===== config.mk =====
export PLATFORM = sky130hd
export DESIGN_NAME = main_control_fsm_flat
export DESIGN_NICKNAME = d
export VERILOG_FILES = /design/src/rtl/main_control_fsm_if.sv /design/src/rtl/main_control_fsm.sv /design/src/flat_wrapper.sv
export SDC_FILE = /design/constraint.sdc
export NUM_CORES = 1
export LEC_CHECK = 0
export CORE_MARGIN = 2
export CORE_UTILIZATION = 45
export DETAILED_ROUTE_END_ITERATION = 16
export DONT_BUFFER_PORTS = 1
export SYNTH_ARGS = -nofsm -noshare
export SYNTH_HDL_FRONTEND = slang
export SYNTH_SLANG_ARGS = --single-unit

===== constraint.sdc =====
create_clock -name clk -period 3.83 [get_ports clk]
set_clock_uncertainty 0.1 [all_clocks]
set_input_delay 0.383 -clock clk [delete_from_list [all_inputs] [get_ports clk]]
set_output_delay 0.383 -clock clk [all_outputs]
set_load 0.01 [all_outputs]

===== src/rtl/main_control_fsm_if.sv =====
// rtl/main_control_fsm_if.sv - instruction fields in, per-cycle controls out of the main controller
interface main_control_fsm_if;
  logic [1:0] Op;
  logic [5:0] Funct;
  logic [3:0] Rd;
  logic       IRWrite;
  logic       AdrSrc;
  logic       ALUSrcA;
  logic [1:0] ALUSrcB;
  logic [1:0] ResultSrc;
  logic [1:0] ALUControl;
  logic       NextPC;
  logic       RegW;
  logic       MemW;
  logic       PCS;
  logic [1:0] FlagW;
  logic       Illegal;
  logic [3:0] State;

  modport master (
    output Op, Funct, Rd,
    input  IRWrite, AdrSrc, ALUSrcA, ALUSrcB, ResultSrc, ALUControl,
           NextPC, RegW, MemW, PCS, FlagW, Illegal, State
  );

  modport slave (
    input  Op, Funct, Rd,
    output IRWrite, AdrSrc, ALUSrcA, ALUSrcB, ResultSrc, ALUControl,
           NextPC, RegW, MemW, PCS, FlagW, Illegal, State
  );
endinterface


===== src/rtl/main_control_fsm.sv =====
// rtl/main_control_fsm.sv - multicycle fetch/decode/execute/memory/writeback controller
module main_control_fsm (
  input  logic               clk,
  input  logic               reset,
  main_control_fsm_if.slave  bus
);
  typedef enum logic [3:0] {
    FETCH    = 4'd0,
    DECODE   = 4'd1,
    MEMADR   = 4'd2,
    MEMREAD  = 4'd3,
    MEMWB    = 4'd4,
    MEMWRITE = 4'd5,
    EXECUTER = 4'd6,
    EXECUTEI = 4'd7,
    ALUWB    = 4'd8,
    BRANCH   = 4'd9
  } state_t;

  state_t     state, state_nxt;
  logic [3:0] cmd;
  logic [1:0] alu_ctl, flag_dec;
  logic       no_write, arith_cmd;

  logic       ir_write_q, adr_src_q, alu_src_a_q, next_pc_q, reg_w_q, mem_w_q, branch_q, alu_op_q;
  logic [1:0] alu_src_b_q, result_src_q;
  logic       ir_write_d, adr_src_d, alu_src_a_d, next_pc_d, reg_w_d, mem_w_d, branch_d, alu_op_d;
  logic [1:0] alu_src_b_d, result_src_d;

  assign cmd = bus.Funct[4:1];

  always_comb begin
    alu_ctl   = 2'b00;
    no_write  = 1'b0;
    arith_cmd = 1'b0;
    case (cmd)
      4'b0100: begin alu_ctl = 2'b00; arith_cmd = 1'b1; end
      4'b0010: begin alu_ctl = 2'b01; arith_cmd = 1'b1; end
      4'b0000: alu_ctl = 2'b10;
      4'b1100: alu_ctl = 2'b11;
      4'b1010: begin alu_ctl = 2'b01; arith_cmd = 1'b1; no_write = 1'b1; end
      default: alu_ctl = 2'b00;
    endcase
    flag_dec = {bus.Funct[0], bus.Funct[0] & arith_cmd};
  end

  always_comb begin
    state_nxt = FETCH;
    case (state)
      FETCH:  state_nxt = DECODE;
      DECODE: begin
        case (bus.Op)
          2'b01:   state_nxt = MEMADR;
          2'b00:   state_nxt = bus.Funct[5] ? EXECUTEI : EXECUTER;
          2'b10:   state_nxt = BRANCH;
          default: state_nxt = FETCH;
        endcase
      end
      MEMADR:   state_nxt = bus.Funct[0] ? MEMREAD : MEMWRITE;
      MEMREAD:  state_nxt = MEMWB;
      EXECUTER: state_nxt = ALUWB;
      EXECUTEI: state_nxt = ALUWB;
      default:  state_nxt = FETCH;
    endcase
  end

  // Outputs are registered from the state being entered; ALUWB's RegW captures NoWrite on the same edge.
  always_comb begin
    ir_write_d   = 1'b0;
    adr_src_d    = 1'b0;
    alu_src_a_d  = 1'b0;
    alu_src_b_d  = 2'b00;
    result_src_d = 2'b00;
    next_pc_d    = 1'b0;
    reg_w_d      = 1'b0;
    mem_w_d      = 1'b0;
    branch_d     = 1'b0;
    alu_op_d     = 1'b0;
    case (state_nxt)
      FETCH: begin
        ir_write_d = 1'b1; alu_src_a_d = 1'b1; alu_src_b_d = 2'b10;
        result_src_d = 2'b10; next_pc_d = 1'b1;
      end
      DECODE: begin
        alu_src_a_d = 1'b1; alu_src_b_d = 2'b10; result_src_d = 2'b10;
      end
      MEMADR:   alu_src_b_d = 2'b01;
      MEMREAD:  adr_src_d = 1'b1;
      MEMWB:    begin result_src_d = 2'b01; reg_w_d = 1'b1; end
      MEMWRITE: begin adr_src_d = 1'b1; mem_w_d = 1'b1; end
      EXECUTER: alu_op_d = 1'b1;
      EXECUTEI: begin alu_src_b_d = 2'b01; alu_op_d = 1'b1; end
      ALUWB:    reg_w_d = ~no_write;
      BRANCH:   begin alu_src_b_d = 2'b01; result_src_d = 2'b10; branch_d = 1'b1; end
      default:  ir_write_d = 1'b0;
    endcase
  end

  always_ff @(posedge clk or negedge reset) begin
    if (!reset) begin
      state        <= FETCH;
      ir_write_q   <= 1'b1;
      adr_src_q    <= 1'b0;
      alu_src_a_q  <= 1'b1;
      alu_src_b_q  <= 2'b10;
      result_src_q <= 2'b10;
      next_pc_q    <= 1'b1;
      reg_w_q      <= 1'b0;
      mem_w_q      <= 1'b0;
      branch_q     <= 1'b0;
      alu_op_q     <= 1'b0;
    end else begin
      state        <= state_nxt;
      ir_write_q   <= ir_write_d;
      adr_src_q    <= adr_src_d;
      alu_src_a_q  <= alu_src_a_d;
      alu_src_b_q  <= alu_src_b_d;
      result_src_q <= result_src_d;
      next_pc_q    <= next_pc_d;
      reg_w_q      <= reg_w_d;
      mem_w_q      <= mem_w_d;
      branch_q     <= branch_d;
      alu_op_q     <= alu_op_d;
    end
  end

  // Enables are gated by reset so an abort kills them without waiting for an edge.
  assign bus.IRWrite    = ir_write_q & reset;
  assign bus.NextPC     = next_pc_q & reset;
  assign bus.RegW       = reg_w_q & reset;
  assign bus.MemW       = mem_w_q & reset;
  assign bus.PCS        = reset & (branch_q | (reg_w_q & (bus.Rd == 4'hF)));
  assign bus.FlagW      = (alu_op_q & reset) ? flag_dec : 2'b00;
  assign bus.ALUControl = alu_op_q ? alu_ctl : 2'b00;
  assign bus.Illegal    = reset & (state == DECODE) & (bus.Op == 2'b11);
  assign bus.AdrSrc     = adr_src_q;
  assign bus.ALUSrcA    = alu_src_a_q;
  assign bus.ALUSrcB    = alu_src_b_q;
  assign bus.ResultSrc  = result_src_q;
  assign bus.State      = state;
endmodule


===== src/flat_wrapper.sv =====
// flat-port wrapper written by rule: the top's interface ports become plain ports
module main_control_fsm_flat 
  (clk, reset, bus_Op, bus_Funct, bus_Rd, bus_IRWrite, bus_AdrSrc, bus_ALUSrcA, bus_ALUSrcB, bus_ResultSrc, bus_ALUControl, bus_NextPC, bus_RegW, bus_MemW, bus_PCS, bus_FlagW, bus_Illegal, bus_State);
  main_control_fsm_if bus_i ();
  input  logic clk;
  input  logic reset;
  input wire logic [$bits(bus_i.Op)-1:0] bus_Op;
  input wire logic [$bits(bus_i.Funct)-1:0] bus_Funct;
  input wire logic [$bits(bus_i.Rd)-1:0] bus_Rd;
  output wire logic [$bits(bus_i.IRWrite)-1:0] bus_IRWrite;
  output wire logic [$bits(bus_i.AdrSrc)-1:0] bus_AdrSrc;
  output wire logic [$bits(bus_i.ALUSrcA)-1:0] bus_ALUSrcA;
  output wire logic [$bits(bus_i.ALUSrcB)-1:0] bus_ALUSrcB;
  output wire logic [$bits(bus_i.ResultSrc)-1:0] bus_ResultSrc;
  output wire logic [$bits(bus_i.ALUControl)-1:0] bus_ALUControl;
  output wire logic [$bits(bus_i.NextPC)-1:0] bus_NextPC;
  output wire logic [$bits(bus_i.RegW)-1:0] bus_RegW;
  output wire logic [$bits(bus_i.MemW)-1:0] bus_MemW;
  output wire logic [$bits(bus_i.PCS)-1:0] bus_PCS;
  output wire logic [$bits(bus_i.FlagW)-1:0] bus_FlagW;
  output wire logic [$bits(bus_i.Illegal)-1:0] bus_Illegal;
  output wire logic [$bits(bus_i.State)-1:0] bus_State;
  assign bus_i.Op = bus_Op;
  assign bus_i.Funct = bus_Funct;
  assign bus_i.Rd = bus_Rd;
  assign bus_IRWrite = bus_i.IRWrite;
  assign bus_AdrSrc = bus_i.AdrSrc;
  assign bus_ALUSrcA = bus_i.ALUSrcA;
  assign bus_ALUSrcB = bus_i.ALUSrcB;
  assign bus_ResultSrc = bus_i.ResultSrc;
  assign bus_ALUControl = bus_i.ALUControl;
  assign bus_NextPC = bus_i.NextPC;
  assign bus_RegW = bus_i.RegW;
  assign bus_MemW = bus_i.MemW;
  assign bus_PCS = bus_i.PCS;
  assign bus_FlagW = bus_i.FlagW;
  assign bus_Illegal = bus_i.Illegal;
  assign bus_State = bus_i.State;
  main_control_fsm u_core (.clk(clk), .reset(reset), .bus(bus_i));
endmodule

==> reports/results.ini, run 1 <==
[clock_tree]
cts-resized-gates=0
cts_buffer_depth=2
cts_made_buffers=3
cts.sinks=14
clk_pin_slew_worst_paths_ps=80
clk_root_buffer_cell=clkbuf_4
cts_tree=done
post_cts_buffers=0
clock_latency_ps=280
hold_buffers=1
htreeDepth=1

[synthesis]
yosysMostFrequentCell=dfrtp_1
syn-num-nets=85
synth_edf_count=0
avgSynthCellArea_um2=9.92
yosys_warnings=0
synth_area_leaders=dfrtp_1 39%, dfstp_2 11%, nand2b_1 4.4%
ys_seq_area_share_pct=50.3
synth_commonest_cells=11 x dfrtp_1, 7 x nor2_1, 5 x nand2b_1
synthCells=71
ys.flop_type=dfrtp_1
yosys.cell_types.count=29
synthArstFlopShare_pct=100
synth_top_area_share_pct=39.1
yosys.area.top_type=dfrtp_1
ys_ff_latch=14
netlist_area_um2=704

[floorplan]
die_h_um=43.6
core-area_um2=1490
dieArea_um2=1900
die_width_um=43.6
start_util_pct=47.3
rows=14
io_pins=34

[routing]
via_count=517
avgViaCountPerCell=5.88
postRouteAntennaNets=0
finalWirelength_um=1380
drcViolationCount=0
dr.first_iter.drc_count=10
wl_per_cell_um=15.6
first_pass_iters=4

[power_and_ir_drop]
power.share.clock_pct=15.7
internal-power_mw=0.334
p_sw_mw=0.214
p_sw_share_pct=39.1
power_leakage_nw=0.330
combinationalPowerShare_pct=32.1
p_seq_share_pct=52.2
irDropWorstVdd_mv=0.321
power_density_nw_per_um2=750

[finish]
fin_cells=88
syn_to_final_growth_pct=3.73
num-nets-final=87
antenna_cells=0
layout-drive-gt1-share_pct=13.9

[placement]
gp_congestion=0.873
port_buffers=0
hpwl_um=944
dp_cells=83

[global_routing]
grt_pass1_wl_um=2060
grt_max_degree=15
grt_overflow=0
antenna_found_initial=0
grt_usage_pct=15.4
grt_pass1_vias=456

[timing]
setup_viol=0
rsz0062_at_grt=false
finalHoldWorstSlack_ps=66.7
worst_pin_slew_ps=614
slew_headroom_pct=58.9
fmax_mhz=422
period_needed_ps=2370
drv_slew=0
hold_viol=0
fin_setup_tns_ps=0
finalCritPeriodShare_pct=61.8

[min_path]
hold_depth=1
hold_path.class=input pin to register

[worst_setup_path]
crit_required_ps=3350
rr_worst_depth=4
end_kind=output port
cp.arrival_ps=1890
critical_path_class=register to output port
crit_fanout=10
cp-start-kind=register

[flow_run]
drv_cap=0

[run_status]
status=complete, no violations

registers in the layout, summed over array words and instances, names as in the netlist:
register / count
u_core.bus.State: 4
u_core.bus.ResultSrc: 2
u_core.alu_op_q: 1
u_core.branch_q: 1
u_core.bus.ALUSrcA: 1
u_core.bus.ALUSrcB: 1
u_core.bus.AdrSrc: 1
u_core.ir_write_q: 1
u_core.mem_w_q: 1
u_core.reg_w_q: 1
final timing paths:
| check | startpoint | slack, ps | endpoint |
|---|---|---|---|
| worst max-delay path | u_core.bus.State[1] | 1460 | bus_Illegal |
| min in group asynchronous | reset | 450 | u_core.bus.ALUSrcB[0] |
| worst min register to register | u_core.bus.State[3] | 520 | u_core.bus.State[1] |
| worst min-delay path | bus_Op[0] | 70 | u_core.branch_q |
| worst max register to register | u_core.bus.State[1] | 1960 | u_core.bus.ResultSrc[1] |
| max in group asynchronous | reset | 2780 | u_core.branch_q |
kinds of logic after synthesis:
kind of cell    after synthesis  share of synthesized area (%)
simple gates                 33                           27.5
buf+inv                       7                           5.86
xor+xnor                      1                           1.24
flops                        14                           50.3
compound gates               16                           15.1
placed cells by master, fill, tap and decap left out, types with 2 or more instances in the layout:
cell      count
nand3b_1      2
dfrtp_1      11
nor3b_1       2
a31oi_1       2
inv_1         3
nand2_1       3
and2_1        4
nor2_1        7
o21ai_0       3
dfstp_2       3
and3_1        2
nand2b_1      5
a21oi_1       4
clkbuf_4      3
nor3_1        4
critical path, cell delays in order, from the launching register on:
cell	delay, ps
dfrtp_1	520
or4b_4	620
or2_4	270
nor2_1	200
power groups by stage:
stage          Clock [mW]  Combinational, mW  Sequential, mW
2_1_floorplan           0              0.179           0.267
3_3_place_gp            0              0.172           0.287
3_5_place_dp            0              0.172           0.289
4_1_cts            0.0895              0.177           0.286
5_1_grt            0.0941              0.195           0.294
6_report           0.0863              0.176           0.286
routing by layer:
layer	track usage, %	vias up	share of wire, %
li1	-	246	-
met2	21.8	30	45
met3	6.25	2	10
met4	7.27	0	1.0
met5	0	-	0
met1	20.4	239	43
metrics by stage:
step                      worst slack (ps)  area (µm²)  total power, mW  util, %
after floorplan                       1810         704            0.447        -
after global placement                1800         694            0.459     46.6
after detailed placement              1780         694            0.461     46.6
after CTS                             1460         731            0.553     49.1
after global routing                  1400         731            0.583     49.1
final                                 1460         731            0.548     49.1
area by class of cell:
cell class                 count  area, µm²
fill                         144        758
tap                           16       20.0
timing repair buffer           1       10.0
multi-input combinational     50        309
sequential                    14        354
clock buffer                   4       26.3
inverter                       3       11.3
(Power assumes the default switching activity.)
==> run 2: changes to the inputs <==
- clock period: 3.83 -> 2.34 ns (I/O delays scaled with it)
==> run 2 against run 1 <==
Net effect:
- sequential share of layout area fell by 2.4 points
- sequential power increased by 57%
- via count increased by 4.3%
- combinational power up 90%
- register-to-register slack got worse by 1400 ps
- cell count rose by 4.5%
- setup slack worse by 1200 ps
==> reports/results.ini, run 2 (synthesis gave the netlist of run 1 again) <==
[run_status]
status=complete, no violations

[routing]
avgViaCountPerCell=5.86  ; -0.28%
postRouteAntennaNets=0  ; unchanged
dr.first_iter.drc_count=8  ; -2
first_pass_iters=4  ; unchanged
drcViolationCount=0  ; unchanged
met3WireLength_um=111  ; -23%
finalWirelength_um=1510  ; +9.8%
met2_length_um=692  ; +12%
highest_layer=met4
drt-met1-wl_um=666  ; +11%
via_count=539  ; +4.3%
wl_per_cell_um=16.4  ; +5.0%

[finish]
finalCoreUtilization_pct=51.6  ; +2.5 points
layout-drive-gt1-share_pct=14.5  ; +0.58 points
layout_common_cells=11 x dfrtp_1, 7 x nor2_1, 5 x nand2b_1
largest_reg_flops=4  ; unchanged
antenna_cells=0  ; unchanged
num-nets-final=91  ; +4.6%
mostFrequentLayoutCell=dfrtp_1
fin_cells=92  ; +4.5%
syn_to_final_growth_pct=9.06

[worst_setup_path]
endpoint=bus_Illegal
rr_endpoint=u_core.bus.ResultSrc[1]
cp.arrival_ps=1790  ; -100 ps
cp-start-kind=register
critical_path_class=register to output port
crit_required_ps=2010  ; -1340 ps
end_kind=output port
crit_start=u_core.bus.State[0]
reg2reg_from=u_core.bus.State[0]
rr_worst_depth=4  ; unchanged
r2r_slack_ps=570  ; -1390 ps
crit_fanout=9  ; -1

[power_and_ir_drop]
irDropWorstVdd_mv=0.621  ; +94%
power_leakage_nw=0.348  ; +5.4%
power_density_nw_per_um2=1200  ; +60%

[timing]
rsz0062_at_grt=false
setup_viol=0  ; unchanged
period_needed_ps=2120
finalHoldWorstSlack_ps=57.6  ; -9.10 ps
fmax_mhz=471
drv_slew=0  ; unchanged
worst_pin_slew_ps=595  ; -19.2 ps
hold_viol=0  ; unchanged
finalCritPeriodShare_pct=90.7
fin_setup_tns_ps=0  ; unchanged
slew_headroom_pct=60.2  ; +1.3 points

[clock_tree]
cts_buffer_depth=2  ; unchanged
post_cts_buffers=0  ; unchanged
clk_root_buffer_cell=clkbuf_4
cts_tree=done
htreeDepth=1  ; unchanged
clock_latency_ps=270  ; about the same
cts_made_buffers=3  ; unchanged
cts.sinks=14  ; unchanged
cts-resized-gates=0  ; unchanged
clk_pin_slew_worst_paths_ps=80  ; about the same

[floorplan]
core-area_um2=1490  ; unchanged
rows=14  ; unchanged
die_h_um=43.6  ; unchanged
dieArea_um2=1900  ; unchanged
die_width_um=43.6  ; unchanged
start_util_pct=47.3  ; unchanged
io_pins=34  ; unchanged

[global_routing]
grt_overflow=0  ; unchanged
antenna_found_initial=0  ; unchanged
grt_max_degree=15  ; unchanged
grt_usage_pct=18.6  ; +3.2 points
grt_pass1_wl_um=2460  ; +19%
grt_pass1_vias=571  ; +25%

[min_path]
hold_path.class=input pin to register

[placement]
gp_congestion=0.762  ; -13%
port_buffers=0  ; unchanged
dp_cells=84  ; +1.2%

[flow_run]
drv_cap=0  ; unchanged

[run 2: power by group]
group / internal, mW / switching (mW) / total, mW
logic: 0.142 / 0.192 / 0.334
clock network: 0.0661 / 0.0734 / 0.140
registers: 0.352 / 0.0955 / 0.448
[run 2: worst max-delay path, cell delays in order (launching register included)]
cell     delay [ps]
dfrtp_1         510
or4b_4          540
or2_4           270
nor2_1          200
[run 2: worst min-delay path by stage]
stage               startpoint               endpoint  slack (ps)  cells past startpoint
detailed placement       reset    u_core.bus.State[2]        -160                      0
global route         bus_Op[1]    u_core.bus.State[3]          60                      2
floorplan                reset        u_core.alu_op_q        -160                      0
global placement         reset    u_core.bus.State[0]        -160                      0
CTS                  bus_Op[1]  u_core.bus.ALUSrcB[0]          50                      3
finish               bus_Op[1]  u_core.bus.ALUSrcB[0]          60                      3
[run 2: per-stage QoR]
step | setup slack, ps | cell area (µm²) | power, mW
after CTS | 211 | 768 | 0.926
after detailed placement | 513 | 702 | 0.771
final | 218 | 768 | 0.921
after global routing | 149 | 768 | 0.989
after global placement | 539 | 702 | 0.767
after floorplan | 473 | 704 | 0.731
[run 2: layout make-up]
type	count	area, µm²
Fill cell	147	721
Sequential cell	14	354
Multi-Input combinational cell	50	309
Timing Repair Buffer	5	47.5
Clock buffer	4	26.3
Tap cell	16	20.0
Inverter	3	11.3
[run 2: what timing repair did]
action / in CTS / in global routing
hold buffers: 4 / 0
setup endpoints to repair: 0 / 0
endpoints found under the hold margin: 19 / 0
[run 2: per-layer routing]
layer,up-vias,track usage (%)
met1,252,23.1
met5,-,0
met4,0,13.3
met3,7,7.08
met2,24,26.2
li1,256,-
